## config.mk

```make
export PLATFORM = sky130hd
export DESIGN_NAME = spi_bus_arbiter
export DESIGN_NICKNAME = d
export VERILOG_FILES = /design/src/rtl/spi_arb_pkg.sv /design/src/rtl/rr_arbiter.sv /design/src/rtl/spi_bus_arbiter.sv
export SDC_FILE = /design/constraint.sdc
export NUM_CORES = 1
export LEC_CHECK = 0
export ABC_AREA = 1
export BUFFER_PORTS_ARGS = -buffer_cell sky130_fd_sc_hd__buf_4
export CORE_MARGIN = 3
export CORE_UTILIZATION = 35
export DETAILED_ROUTE_END_ITERATION = 6
export PLACE_DENSITY = 0.7
export SYNTH_ARGS = -nofsm -noshare
export SYNTH_HDL_FRONTEND = slang
export SYNTH_SLANG_ARGS = --single-unit
```

## constraint.sdc

```tcl
create_clock -name clk -period 2.4 [get_ports clk]
set_input_delay 0.12 -clock clk [delete_from_list [all_inputs] [get_ports clk]]
set_output_delay 0.12 -clock clk [all_outputs]
set_load 0.02 [all_outputs]
```

## src/rtl/spi_arb_pkg.sv

```systemverilog
// Shared types and widths for the SPI bus arbiter: FSM state encoding,
// burst byte counter type and the data/length field widths.
package spi_arb_pkg;

  localparam int LEN_W  = 2;
  localparam int DATA_W = 8;

  typedef enum logic [2:0] {
    IDLE,
    SETUP,
    START,
    WAIT,
    HOLD
  } arb_state_e;

  typedef logic [LEN_W-1:0] byte_cnt_t;

endpackage

```

## src/rtl/rr_arbiter.sv

```systemverilog
// Combinational round-robin pick: the first set req bit searching upward
// from pointer+1 with wrap-around. The pointer register lives in the caller.
module rr_arbiter #(
  parameter int NUM_REQ = 2,
  parameter int PTR_W   = 1
) (
  input  logic [NUM_REQ-1:0] req,
  input  logic [PTR_W-1:0]   pointer,
  input  logic               en,
  output logic [NUM_REQ-1:0] gnt
);

  logic [PTR_W-1:0] idx;
  logic             found;

  always_comb begin
    gnt   = '0;
    found = 1'b0;
    idx   = '0;
    // off runs 1..NUM_REQ so the requester at pointer is considered last
    for (int off = 1; off <= NUM_REQ; off++) begin
      idx = PTR_W'((int'(pointer) + off) % NUM_REQ);
      if (en && !found && req[idx]) begin
        gnt[idx] = 1'b1;
        found    = 1'b1;
      end
    end
  end

endmodule

```

## src/rtl/spi_bus_arbiter.sv

```systemverilog
// Shares one byte-wide SPI master between NUM_REQ requesters: round-robin
// grant, one ss_n window per burst with setup/hold gaps, byte handshake.
module spi_bus_arbiter
  import spi_arb_pkg::*;
#(
  parameter int NUM_REQ  = 2,
  parameter int CS_SETUP = 2,
  parameter int CS_HOLD  = 2
) (
  input  logic                      clk,
  input  logic                      rst,
  input  logic [NUM_REQ-1:0]        req,
  input  logic [NUM_REQ*LEN_W-1:0]  req_len,
  input  logic [NUM_REQ*DATA_W-1:0] req_tx_data,
  output logic [NUM_REQ-1:0]        grant,
  output logic [NUM_REQ-1:0]        tx_pop,
  output logic [DATA_W-1:0]         rx_data,
  output logic [NUM_REQ-1:0]        rx_valid,
  output logic [NUM_REQ-1:0]        xfer_done,
  input  logic                      m_ready,
  output logic                      m_start,
  output logic [DATA_W-1:0]         m_tx_data,
  input  logic                      m_done,
  input  logic [DATA_W-1:0]         m_rx_data,
  output logic                      ss_n
);

  localparam int PTR_W   = (NUM_REQ > 1) ? $clog2(NUM_REQ) : 1;
  localparam int GAP_MAX = (CS_SETUP > CS_HOLD) ? CS_SETUP : CS_HOLD;
  localparam int GAP_W   = (GAP_MAX > 1) ? $clog2(GAP_MAX) : 1;
  localparam logic [GAP_W-1:0] SETUP_LOAD = GAP_W'(CS_SETUP - 1);
  localparam logic [GAP_W-1:0] HOLD_LOAD  = GAP_W'(CS_HOLD - 1);

  arb_state_e          state_reg, state_next;
  logic [NUM_REQ-1:0]  grant_reg, grant_next;
  byte_cnt_t           cnt_reg, cnt_next;
  logic [GAP_W-1:0]    gap_reg, gap_next;
  logic [PTR_W-1:0]    pointer_reg, pointer_next;
  logic                ss_n_reg, ss_n_next;
  logic [NUM_REQ-1:0]  tx_pop_reg, tx_pop_next;
  logic [NUM_REQ-1:0]  rx_valid_reg, rx_valid_next;
  logic [NUM_REQ-1:0]  xfer_done_reg, xfer_done_next;
  logic                m_start_reg, m_start_next;
  logic [DATA_W-1:0]   m_tx_data_reg, m_tx_data_next;
  logic [DATA_W-1:0]   rx_data_reg, rx_data_next;

  logic [NUM_REQ-1:0]  arb_gnt;
  byte_cnt_t           len_term [NUM_REQ];
  logic [DATA_W-1:0]   tx_term  [NUM_REQ];
  byte_cnt_t           win_len;
  logic [DATA_W-1:0]   sel_tx;
  logic [PTR_W-1:0]    served_idx;

  rr_arbiter #(
    .NUM_REQ (NUM_REQ),
    .PTR_W   (PTR_W)
  ) u_rr_arbiter (
    .req     (req),
    .pointer (pointer_reg),
    .en      (state_reg == IDLE),
    .gnt     (arb_gnt)
  );

  // Length is taken from the arbiter's fresh pick; data from the held grant.
  for (genvar gi = 0; gi < NUM_REQ; gi++) begin : g_slice
    assign len_term[gi] = req_len[gi*LEN_W +: LEN_W] & {LEN_W{arb_gnt[gi]}};
    assign tx_term[gi]  = req_tx_data[gi*DATA_W +: DATA_W] & {DATA_W{grant_reg[gi]}};
  end

  always_comb begin
    win_len    = '0;
    sel_tx     = '0;
    served_idx = '0;
    for (int i = 0; i < NUM_REQ; i++) begin
      win_len = win_len | len_term[i];
      sel_tx  = sel_tx | tx_term[i];
      if (grant_reg[i]) served_idx = PTR_W'(i);
    end
  end

  always_ff @(posedge clk or posedge rst) begin
    if (rst) begin
      state_reg     <= IDLE;
      grant_reg     <= '0;
      cnt_reg       <= '0;
      gap_reg       <= '0;
      pointer_reg   <= PTR_W'(NUM_REQ - 1);
      ss_n_reg      <= 1'b1;
      tx_pop_reg    <= '0;
      rx_valid_reg  <= '0;
      xfer_done_reg <= '0;
      m_start_reg   <= 1'b0;
      m_tx_data_reg <= '0;
      rx_data_reg   <= '0;
    end else begin
      state_reg     <= state_next;
      grant_reg     <= grant_next;
      cnt_reg       <= cnt_next;
      gap_reg       <= gap_next;
      pointer_reg   <= pointer_next;
      ss_n_reg      <= ss_n_next;
      tx_pop_reg    <= tx_pop_next;
      rx_valid_reg  <= rx_valid_next;
      xfer_done_reg <= xfer_done_next;
      m_start_reg   <= m_start_next;
      m_tx_data_reg <= m_tx_data_next;
      rx_data_reg   <= rx_data_next;
    end
  end

  always_comb begin
    state_next     = state_reg;
    grant_next     = grant_reg;
    cnt_next       = cnt_reg;
    gap_next       = gap_reg;
    pointer_next   = pointer_reg;
    ss_n_next      = ss_n_reg;
    m_tx_data_next = m_tx_data_reg;
    rx_data_next   = rx_data_reg;
    tx_pop_next    = '0;
    rx_valid_next  = '0;
    xfer_done_next = '0;
    m_start_next   = 1'b0;
    case (state_reg)
      IDLE: begin
        if (|arb_gnt) begin
          grant_next = arb_gnt;
          cnt_next   = win_len;
          ss_n_next  = 1'b0;
          gap_next   = SETUP_LOAD;
          state_next = SETUP;
        end
      end
      SETUP: begin
        if (gap_reg == '0) state_next = START;
        else               gap_next   = gap_reg - GAP_W'(1);
      end
      START: begin
        if (m_ready) begin
          m_start_next   = 1'b1;
          m_tx_data_next = sel_tx;
          tx_pop_next    = grant_reg;
          state_next     = WAIT;
        end
      end
      WAIT: begin
        if (m_done) begin
          rx_data_next  = m_rx_data;
          rx_valid_next = grant_reg;
          if (cnt_reg != '0) begin
            cnt_next   = cnt_reg - byte_cnt_t'(1);
            state_next = START;
          end else begin
            gap_next   = HOLD_LOAD;
            state_next = HOLD;
          end
        end
      end
      HOLD: begin
        if (gap_reg == '0) begin
          ss_n_next      = 1'b1;
          xfer_done_next = grant_reg;
          grant_next     = '0;
          pointer_next   = served_idx;
          state_next     = IDLE;
        end else begin
          gap_next = gap_reg - GAP_W'(1);
        end
      end
      default: state_next = IDLE;
    endcase
  end

  assign grant     = grant_reg;
  assign tx_pop    = tx_pop_reg;
  assign rx_data   = rx_data_reg;
  assign rx_valid  = rx_valid_reg;
  assign xfer_done = xfer_done_reg;
  assign m_start   = m_start_reg;
  assign m_tx_data = m_tx_data_reg;
  assign ss_n      = ss_n_reg;

endmodule

```

==> key figures, run 1 <==
Run status
  – Status: finished, final reports clean

STA
  – Final min period: 1480 ps
  – Final period util: 0.617
  – Setup ws final: 920 ps
  – Slew of the pin with the lowest slew margin: 412 ps
  – Final Setup Violations: 0
  – Final Skew: 4.34 ps
  – Max Slew Vio Count: 0
  – Max Clk Rate: 676 MHz
  – Fin. Hold Viols: 0
  – Setup TNS Final: 0 ps
  – RSZ-0062 raised after global routing: false
  – Slew HR: 0.726

Cells and area
  – Commonest non-fill, non-tap cell in the layout: buf_4
  – Ratio of cells with drive above 1 in the final layout: 0.406
  – Nets@finish: 273
  – Most frequent cells in the layout: buf_4, nand2_1, dfrtp_1
  – Synth-to-layout area growth: 40.5%
  – Antenna diodes: 0

Route
  – Detailed Route WL: 3480 µm
  – Vias per std cell: 4.66
  – Vias: 1,348
  – Iter 0 DRT Violations: 90
  – DR WL/cell: 12.1 µm
  – Drt pass-1 iters: 4
  – Post-route ant nets: 0
  – Residual DRC: 0

Synthesis
  – Post-synthesis mux area share: 0.0571
  – Syn nets: 207
  – Synth Warn #: 0
  – Synth Area in XOR/XNOR: 0
  – Mean Syn Cell Area: 9.17 µm²
  – Seq cells post-synth: 33
  – Largest family of logic cells by synthesized area: simple AND/OR/NAND/NOR gates
  – Netlist Area Pre-Place: 1580 µm²
  – Compound-Gate Fraction of Synth Area: 0.0270
  – Cells after synthesis: 172
  – Adder-cell share of the synthesized area: 0.00794
  – Post-synthesis simple-gate area fraction: 0.333
  – Distinct cells, synth: 23
  – Sequential-to-total area share from yosys stat: 0.525

Setup path
  – Req. time, crit path: 2610 ps
  – Reg2Reg Launch Point: state_reg[0]
  – WP data arrival: 1690 ps
  – Worst path slowest cell: dfrtp_1
  – FF-to-FF setup slack: 920 ps
  – Crit path max fanout: 11
  – Crit Reg-Reg Endpoint: m_tx_data[7]
  – Critical Path End Type: register
  – Reg2reg path depth: 7
  – Critical-path cell list: inv_2 -> nand2_2 -> nor2_4 -> nand2_2 -> nor2_4 -> nand2_1 -> nand3_1
  – Slowest stage delay, CP: 430 ps
  – Crit Path Category: reg -> reg
  – Worst setup SP type: register

Power and ir drop
  – Overall Power: 2.92 mW
  – Power Dens Cells: 1320 nW/µm²
  – Leakage power: 1.20 nW
  – Max IR drop VDD: 0.671 mV

Place
  – Port Buf Inserts: 59
  – GPL Wtd Cong: 0.837
  – Pre-CTS WS: 943 ps
  – DP Wirelength: 2610 µm

Global route
  – Global route overflow: 0
  – Met1 usage: 0.173
  – Vias in the first global route: 1,360
  – Initial antenna violation count: 0
  – Met2 usage: 0.234
  – Most Used Layer, Global Route: met2
  – Largest net degree at the start of global routing: 34
  – Met3 Track Usage GR: 0.0399
  – First-pass GRT wire length: 5890 µm
  – Total global-route track usage: 0.141

Die
  – Die W: 73.1 µm
  – Row count: 23
  – Chip height: 73.1 µm
  – IO Pins: 60
  – Die footprint: 5350 µm²
  – Initial Util: 0.378
  – Core Region: 4170 µm²

Hold path
  – Hold path start: req_tx_data[4]
  – Hold endpoint: m_tx_data[4]
  – Worst Hold Path Cells: 3
  – Hold Path Class: in -> reg

CTS
  – Clk_lat worst skew: 280 ps
  – TritonCTS clock tree: yes
  – Register clock-pin slew on the reported worst setup and hold paths: 70 ps
  – CTS hold repair buffers: 1
  – Max Root-Sink Buffers: 2
  – Postcts setup bufs: 0
  – CTS sink count: 33
  – H-tree Lvls: 2
  – CTS buffer count: 5
  – Root Driver: clkbuf_8
  – Post-cts resize count: 0

Job
  – Max cap viols: 0
-- cell usage after synthesis --
| cell | number | area share |
|---|---|---|
| buf_4 | 1 | 0.0048 |
| nand4_1 | 3 | 0.012 |
| nand3_1 | 20 | 0.063 |
| inv_1 | 14 | 0.033 |
| nor2_2 | 3 | 0.012 |
| o21bai_1 | 3 | 0.014 |
| a21oi_1 | 2 | 0.0063 |
| nor2_8 | 1 | 0.013 |
| mux2_2 | 8 | 0.057 |
| nor2_1 | 6 | 0.014 |
| nand2_4 | 2 | 0.014 |
| ha_1 | 1 | 0.0079 |
| buf_6 | 1 | 0.0071 |
| nor2_4 | 5 | 0.036 |
| nand2_1 | 59 | 0.14 |
| nand2_2 | 3 | 0.012 |
| dfrtp_1 | 31 | 0.49 |
| o21ai_0 | 2 | 0.0063 |
| or2_2 | 1 | 0.0040 |
| inv_2 | 2 | 0.0048 |
| nand3_2 | 1 | 0.0063 |
| or2_4 | 1 | 0.0056 |
| dfstp_2 | 2 | 0.033 |
-- per-stage QoR --
| stage | utilization | area, µm² | hold WS (ps) | cells |
|---|---|---|---|---|
| detailed placement | 0.496 | 2070 | 241 | 280 |
| global route | 0.531 | 2210 | 41.8 | 289 |
| floorplan | - | 1580 | 240 | 172 |
| global placement | 0.496 | 2070 | 238 | 280 |
| CTS | 0.531 | 2210 | 35.6 | 289 |
| finish | 0.531 | 2210 | 43.3 | 289 |
-- final cells by class --
class | count | area [µm²]
sequential | 33 | 828
tap | 50 | 62.6
timing repair buffer | 61 | 460
multi-input combinational | 121 | 669
clock inverter | 3 | 65.1
clock buffer | 5 | 68.8
fill | 391 | 1960
inverter | 16 | 60.1
-- layer usage --
metal,vias up,part of all wire
met1,623,0.41
li1,675,-
met4,0,0.019
met3,4,0.065
met2,46,0.50
met5,-,0
-- where the power goes --
part	switching, mW	leakage (nW)	internal, mW
sequential	0.155	0.417	0.785
combinational	0.799	0.717	0.565
clock	0.207	0.0681	0.413
-- worst max path at each step --
stage            startpoint            to  slack (ps)  cells after the start
2_1_floorplan  state_reg[2]  state_reg[1]        1120                      8
5_1_grt        state_reg[0]  m_tx_data[0]         770                      7
3_3_place_gp   state_reg[0]  m_tx_data[7]         930                      7
6_report       state_reg[0]  m_tx_data[7]         920                      7
3_5_place_dp   state_reg[0]  m_tx_data[7]         940                      7
4_1_cts        state_reg[0]  m_tx_data[7]         900                      7
-- critical path: cells and delay by family, from the launching register on --
kind                   cells  cell delay [ps]
and+or+nand+nor            6              860
buffers and inverters      1              120
DFF                        1              430
-- logic make-up after synthesis --
group                    Yosys count
AO/OA/AOI/OAI                      7
adder cells (fa/ha/maj)            1
buffers and inverters             18
flip-flops                        33
multiplexers                       8
AND/OR/NAND/NOR                  105
No activity file was read; power rests on OpenSTA's default activity.
==> run 2, diff against run 1 <==
- ABC_AREA: 1 -> 0
- PLACE_DENSITY: 0.7 -> 0.73
- clock period: 2.4 -> 1.32 ns (I/O delays scaled with it)
==> run 2 against run 1 <==
Against the previous run:
- the flow now finishes with violations (setup timing)
- worst setup slack worse by 980 ps
- hold slack worse by 38 ps
- clock-buffer cell count is the same
- first-iteration DRC count fell by 33%
- global-route usage down 0.37 points
- clock power up 19%
- total power grew 74%
- synthesized area down 5.3%
- highest routed layer unchanged
- critical path depth fell by 3
- largest power group unchanged
- largest cell class unchanged
==> key figures, run 2 <==
CTS
  – Root Driver: clkbuf_8
  – Register clock-pin slew on the reported worst setup and hold paths: 70 ps (about the same)
  – TritonCTS clock tree: yes
  – H-tree Lvls: 2 (unchanged)
  – CTS sink count: 33 (unchanged)
  – Clk_lat worst skew: 290 ps (about the same)
  – Max Root-Sink Buffers: 2 (unchanged)
  – CTS buffer count: 5 (unchanged)

STA
  – Setup TNS Final: -408 ps (-408 ps)
  – Final Setup Violations: 9 (+9)
  – Final min period: 1380 ps (-97.4 ps)
  – Max Slew Vio Count: 0 (unchanged)
  – Setup ws final: -62.8 ps (-983 ps)
  – RSZ-0062 raised after global routing: true
  – Slew of the pin with the lowest slew margin: 413 ps (+1.84 ps)
  – Fin. Hold Viols: 0 (unchanged)
  – Max Clk Rate: 723 MHz (+7.0%)
  – Final period util: 1.05 (+0.431)
  – Hold Slack: 5.01 ps (-38.2 ps)
  – Slew HR: 0.724 (-0.00122)
  – Final Skew: 5.76 ps (+1.43 ps)

Die
  – Die W: 71.3 µm (-2.5%)
  – Row count: 23 (unchanged)
  – Initial Util: 0.368 (-0.00994)
  – Core Region: 4060 µm² (-2.8%)
  – IO Pins: 60 (unchanged)
  – Chip height: 71.3 µm (-2.5%)
  – Die footprint: 5080 µm² (-4.9%)

Cells and area
  – Multi-input gate area: 601 µm² (-10%)
  – Most frequent cells in the layout: buf_4, dfrtp_1, nor2_1
  – Filler cells: 368 (-5.9%)
  – Reg area: 830 µm² (+0.15%)
  – Commonest non-fill, non-tap cell in the layout: buf_4
  – Nets@finish: 243 (-11%)
  – Synth-to-layout area growth: 49.5%
  – Antenna diodes: 0 (unchanged)
  – Ratio of cells with drive above 1 in the final layout: 0.507 (+0.101)

Setup path
  – WP data arrival: 1560 ps (-130 ps)
  – Crit Path Category: reg -> reg
  – Crit Reg-Reg Endpoint: rx_data[5]
  – Reg2Reg Launch Point: state_reg[2]
  – Worst path slowest cell: dfrtp_1
  – Slowest stage delay, CP: 380 ps (-50 ps)
  – Crit path max fanout: 7 (-4)
  – FF-to-FF setup slack: -60 ps (-980 ps)
  – Reg2reg path depth: 4 (-3)
  – Critical Path End Type: register
  – Critical-path cell list: nand3b_1 -> or2_4 -> buf_6 -> mux2_4
  – Worst setup SP type: register
  – Req. time, crit path: 1500 ps (-1110 ps)

Hold path
  – Worst Hold Path Cells: 2 (-1)
  – Hold endpoint: rx_data[7]
  – Hold Path Class: in -> reg
  – Hold path start: m_rx_data[7]

Route
  – Iter 0 DRT Violations: 60 (-33%)
  – DR WL/cell: 13.2 µm (+9.6%)
  – Residual DRC: 0 (unchanged)
  – Drt pass-1 iters: 4 (unchanged)
  – Detailed Route WL: 3420 µm (-1.8%)
  – Post-route ant nets: 0 (unchanged)
  – Vias per std cell: 4.88 (+4.7%)
  – Vias: 1,265 (-6.2%)

Power and ir drop
  – P_sw: 1.95 mW (+68%)
  – Combinational Power Share: 0.507 (+0.040)
  – Leakage power: 1.10 nW (-8.3%)
  – Pint: 3.13 mW (+78%)
  – Max IR drop VDD: 1.05 mV (+57%)
  – Net Sw Frac: 0.384 (-0.0133)
  – Clock share of power: 0.145 (-0.067)
  – Power Dens Cells: 2280 nW/µm² (+73%)
  – Sequential power share: 0.348 (+0.027)

Synthesis
  – Synth Warn #: 0 (unchanged)
  – Netlist Area Pre-Place: 1490 µm² (-5.3%)
  – Sequential-to-total area share from yosys stat: 0.555 (+0.0295)
  – Distinct cells, synth: 35 (+52%)
  – Most frequent cell after synthesis: dfrtp_1
  – Ys flop type: dfrtp_1
  – Seq cells post-synth: 33 (unchanged)
  – Top post-synthesis cells by count: dfrtp_1, nor2_1, a21oi_1
  – Area contributors post-synth: dfrtp_1, mux2_4, nor2_1
  – Cells after synthesis: 131 (-24%)
  – Syn nets: 166 (-20%)
  – Cell type with the largest total area after synthesis: dfrtp_1
  – Mean Syn Cell Area: 11.4 µm² (+24%)
  – Post-synth EDFFs: 0 (unchanged)
  – Synth top area share: 0.520 (+0.0276)
  – Post-synth ARST share: 1.00 (unchanged)

Run status
  – Failing checks: setup timing
  – Status: finished, violations left

Global route
  – Initial antenna violation count: 0 (unchanged)
  – First-pass GRT wire length: 5490 µm (-6.9%)
  – Largest net degree at the start of global routing: 34 (unchanged)
  – Global route overflow: 0 (unchanged)
  – Vias in the first global route: 1,233 (-9.3%)
  – Total global-route track usage: 0.137 (-0.00374)

Job
  – Max cap viols: 0 (unchanged)

Place
  – DP Wirelength: 2510 µm (-3.7%)
  – Port Buf Inserts: 59 (unchanged)
  – GPL Wtd Cong: 0.754 (-9.9%)
==> run 2: changes by cell type after synthesis, moves of 5 or more <==
cell	change
a21oi_1	+9
mux2_2	-7
nor2_1	+11
inv_1	-7
nor2_4	-5
a22oi_1	+8
mux2_4	+7
nand3_1	-17
nand2_1	-55
==> run 2: worst max-delay path, delay by kind of cell, from the launching register on <==
kind                   cells  cell delay (ps)
buffers and inverters      1              140
DFF                        1              380
muxes                      1              290
and+or+nand+nor            2              460
==> run 2: how the worst max path moves through the flow <==
stage                 start          to  slack, ps  cells after the start
6_report       state_reg[2]  rx_data[5]        -60                      4
4_1_cts        state_reg[1]  rx_data[1]        -40                      4
3_3_place_gp   state_reg[0]  cnt_reg[0]        -20                      5
3_5_place_dp   state_reg[0]  cnt_reg[0]        -50                      5
2_1_floorplan  state_reg[2]  rx_data[0]         -2                      4
5_1_grt        state_reg[2]  rx_data[4]       -110                      4
==> run 2: kinds of logic (layout without fill, tap and decap cells) <==
kind of cell / count (synthesis) / after routing / share of synthesized area
simple gates: 39 / 39 / 0.140
flops: 33 / 33 / 0.555
mux: 11 / 11 / 0.0981
buf+inv: 16 / 94 / 0.0654
fa+ha+maj: 1 / 1 / 0.00838
compound gates: 31 / 31 / 0.133
==> run 2: cell type report <==
cell class,count,area share
tap,50,0.0280
clock inverter,3,0.00785
inverter,7,0.0118
timing repair buffer,79,0.280
sequential,33,0.372
clock buffer,5,0.0308
multi-input combinational,82,0.269
==> run 2: power by group through the flow <==
stage               clock [mW]  sequential, mW  combinational, mW
floorplan                    0            2.05               1.21
global placement             0            1.77               2.36
global route             0.812            1.85               2.78
finish                   0.739            1.77               2.58
CTS                      0.765            1.77               2.47
detailed placement           0            1.78               2.41
==> run 2: metal layers <==
layer	global-route usage	vias to the layer above	part of all wire
li1	-	611	-
met1	0.170	588	0.42
met2	0.217	62	0.47
met3	0.0449	4	0.10
met4	0.0626	0	0.0099
met5	0	-	0
==> run 2: stage by stage <==
step / worst slack, ps / cell area [µm²] / utilization / total power, mW / std cells
finish: -62.8 / 2230 / 0.550 / 5.08 / 259
global route: -111 / 2230 / 0.550 / 5.44 / 259
CTS: -36.5 / 2180 / 0.538 / 5.00 / 256
detailed placement: -47.9 / 2030 / 0.500 / 4.19 / 243
global placement: -21.9 / 2030 / 0.500 / 4.14 / 243
floorplan: -1.84 / 1490 / - / 3.27 / 131
==> run 2: repair_timing <==
action,CTS,global route
hold endpoints to repair,35,0
setup endpoints to repair,11,25
gates resized for setup,4,9
setup buffers,0,3
hold buffers,5,0
pin swaps,1,5
==> run 3, diff against run 2 <==
- clock period: 1.32 -> 1.27 ns (I/O delays scaled with it)
==> run 3 against run 2 <==
Against the previous run:
- the run still ends with setup timing left
- combinational power increased by 11%
- worst setup slack got worse by 42 ps
- global-route usage increased by 0.71 points
- largest power group unchanged
==> key figures, run 3 (same netlist as run 2, synthesis figures left out) <==
Run status
  – Status: finished, violations left
  – Failing checks: setup timing

Hold path
  – Hold path start: m_rx_data[2]
  – Hold Path Class: in -> reg

Route
  – Vias per std cell: 4.84 (-0.91%)
  – Vias: 1,297 (+2.5%)
  – DR WL/cell: 13.2 µm (-0.39%)
  – Iter 0 DRT Violations: 70 (+17%)
  – Detailed Route WL: 3530 µm (+3.1%)
  – Drt pass-1 iters: 4 (unchanged)
  – Residual DRC: 0 (unchanged)
  – Post-route ant nets: 0 (unchanged)

Cells and area
  – Most frequent cells in the layout: buf_4, dfrtp_1, nor2_1
  – Non-Filler Cell Area, Final: 2330 µm² (+4.3%)
  – Finished Layout Cells: 268 (+3.5%)
  – Antenna diodes: 0 (unchanged)
  – Filler cells: 363 (-1.4%)
  – Nets@finish: 252 (+3.7%)
  – Commonest non-fill, non-tap cell in the layout: buf_4
  – Ratio of cells with drive above 1 in the final layout: 0.523 (+0.0158)
  – Core Util, Final: 0.573 (+0.0234)
  – Synth-to-layout area growth: 55.8%

Power and ir drop
  – Leakage power: 1.15 nW (+4.0%)
  – Max IR drop VDD: 1.11 mV (+5.5%)
  – Power Dens Cells: 2350 nW/µm² (+3.4%)

STA
  – Final Skew: 5.81 ps (+0.0454 ps)
  – Final Setup Violations: 21 (+12)
  – Final min period: 1380 ps (-7.77 ps)
  – Max Clk Rate: 727 MHz (+0.56%)
  – Fin. Hold Viols: 0 (unchanged)
  – Slew of the pin with the lowest slew margin: 397 ps (-17.0 ps)
  – Setup TNS Final: -975 ps (-566 ps)
  – Final period util: 1.08 (+0.0351)
  – Max Slew Vio Count: 0 (unchanged)
  – RSZ-0062 raised after global routing: true
  – Slew HR: 0.736 (+0.0113)
  – Setup ws final: -105 ps (-42.2 ps)

Global route
  – Initial antenna violation count: 0 (unchanged)
  – Largest net degree at the start of global routing: 34 (unchanged)
  – Global route overflow: 0 (unchanged)
  – Vias in the first global route: 1,313 (+6.5%)
  – First-pass GRT wire length: 5870 µm (+6.9%)
  – Total global-route track usage: 0.144 (+0.00707)

Place
  – DP Wirelength: 2600 µm (+3.8%)
  – Pre-CTS WS: -81.7 ps (-33.8 ps)
  – Placed Instances: 250 (+2.9%)
  – Placed cell area: 2080 µm² (+2.6%)
  – Port Buf Inserts: 59 (unchanged)
  – GPL Wtd Cong: 0.789 (+4.6%)

CTS
  – H-tree Lvls: 2 (unchanged)
  – Max Root-Sink Buffers: 2 (unchanged)
  – CTS sink count: 33 (unchanged)
  – Root Driver: clkbuf_8
  – CTS buffer count: 5 (unchanged)
  – Register clock-pin slew on the reported worst setup and hold paths: 70 ps (about the same)
  – TritonCTS clock tree: yes
  – Clk_lat worst skew: 290 ps (about the same)

Setup path
  – Req. time, crit path: 1440 ps (-60 ps)
  – Crit path launch: state_reg[2]
  – Reg2Reg Launch Point: state_reg[2]
  – Critical Path End Type: register
  – Crit path max fanout: 6 (-1)
  – Worst setup SP type: register
  – Crit Path Category: reg -> reg
  – WP data arrival: 1550 ps (about the same)

Job
  – Max cap viols: 0 (unchanged)

Die
  – Die W: 71.3 µm (unchanged)
  – Core Region: 4060 µm² (unchanged)
  – Initial Util: 0.368 (unchanged)
  – Die footprint: 5080 µm² (unchanged)
  – IO Pins: 60 (unchanged)
  – Chip height: 71.3 µm (unchanged)
  – Row count: 23 (unchanged)
[run 3: area by class of cell]
type | count | area (µm²) | share of cell area
Sequential cell | 33 | 828 | 0.356
Timing Repair Buffer | 88 | 704 | 0.303
Multi-Input combinational cell | 82 | 618 | 0.266
Clock buffer | 5 | 68.8 | 0.0296
Tap cell | 50 | 62.6 | 0.0269
Inverter | 7 | 26.3 | 0.0113
Clock inverter | 3 | 17.5 | 0.00753
[run 3: report_power, final]
group / internal [mW] / switching (mW)
Clock: 0.377 / 0.392
Sequential: 1.50 / 0.329
Combinational: 1.51 / 1.37
[run 3: timing repair]
| item | 4_1_cts | 5_1_grt |
|---|---|---|
| buffers inserted | 1 | 1 |
| hold buffers | 8 | 0 |
| pin swaps | 5 | 7 |
| setup endpoints to repair | 17 | 28 |
| gates resized for setup | 8 | 10 |
| hold endpoints to repair | 38 | 0 |
[run 3: worst paths after layout]
check	end	slack (ps)	cells after the start
max in group asynchronous	pointer_reg	530	4
max reg2reg	rx_data[2]	-110	4
min	rx_data[2]	10	2
max	rx_data[2]	-110	4
min in group asynchronous	tx_pop[0]	420	4
min reg2reg	ss_n	480	2
[run 3: through the flow]
stage	power, mW	hold WS [ps]
floorplan	3.39	191
global placement	4.41	182
detailed placement	4.48	179
CTS	5.41	3.80
global route	5.85	12.9
finish	5.48	13.1
[run 3: critical path, stage by stage, from the launching register on]
cell      delay (ps)
dfrtp_1          390
nand3b_1         190
or2_4            260
buf_6            140
mux2_4           290
[run 3: routing by layer]
layer	share of wire	vias up	global-route usage
met5	0	-	0
met4	0.012	0	0.0376
met3	0.11	4	0.0547
met2	0.48	59	0.243
met1	0.40	598	0.174
li1	-	636	-
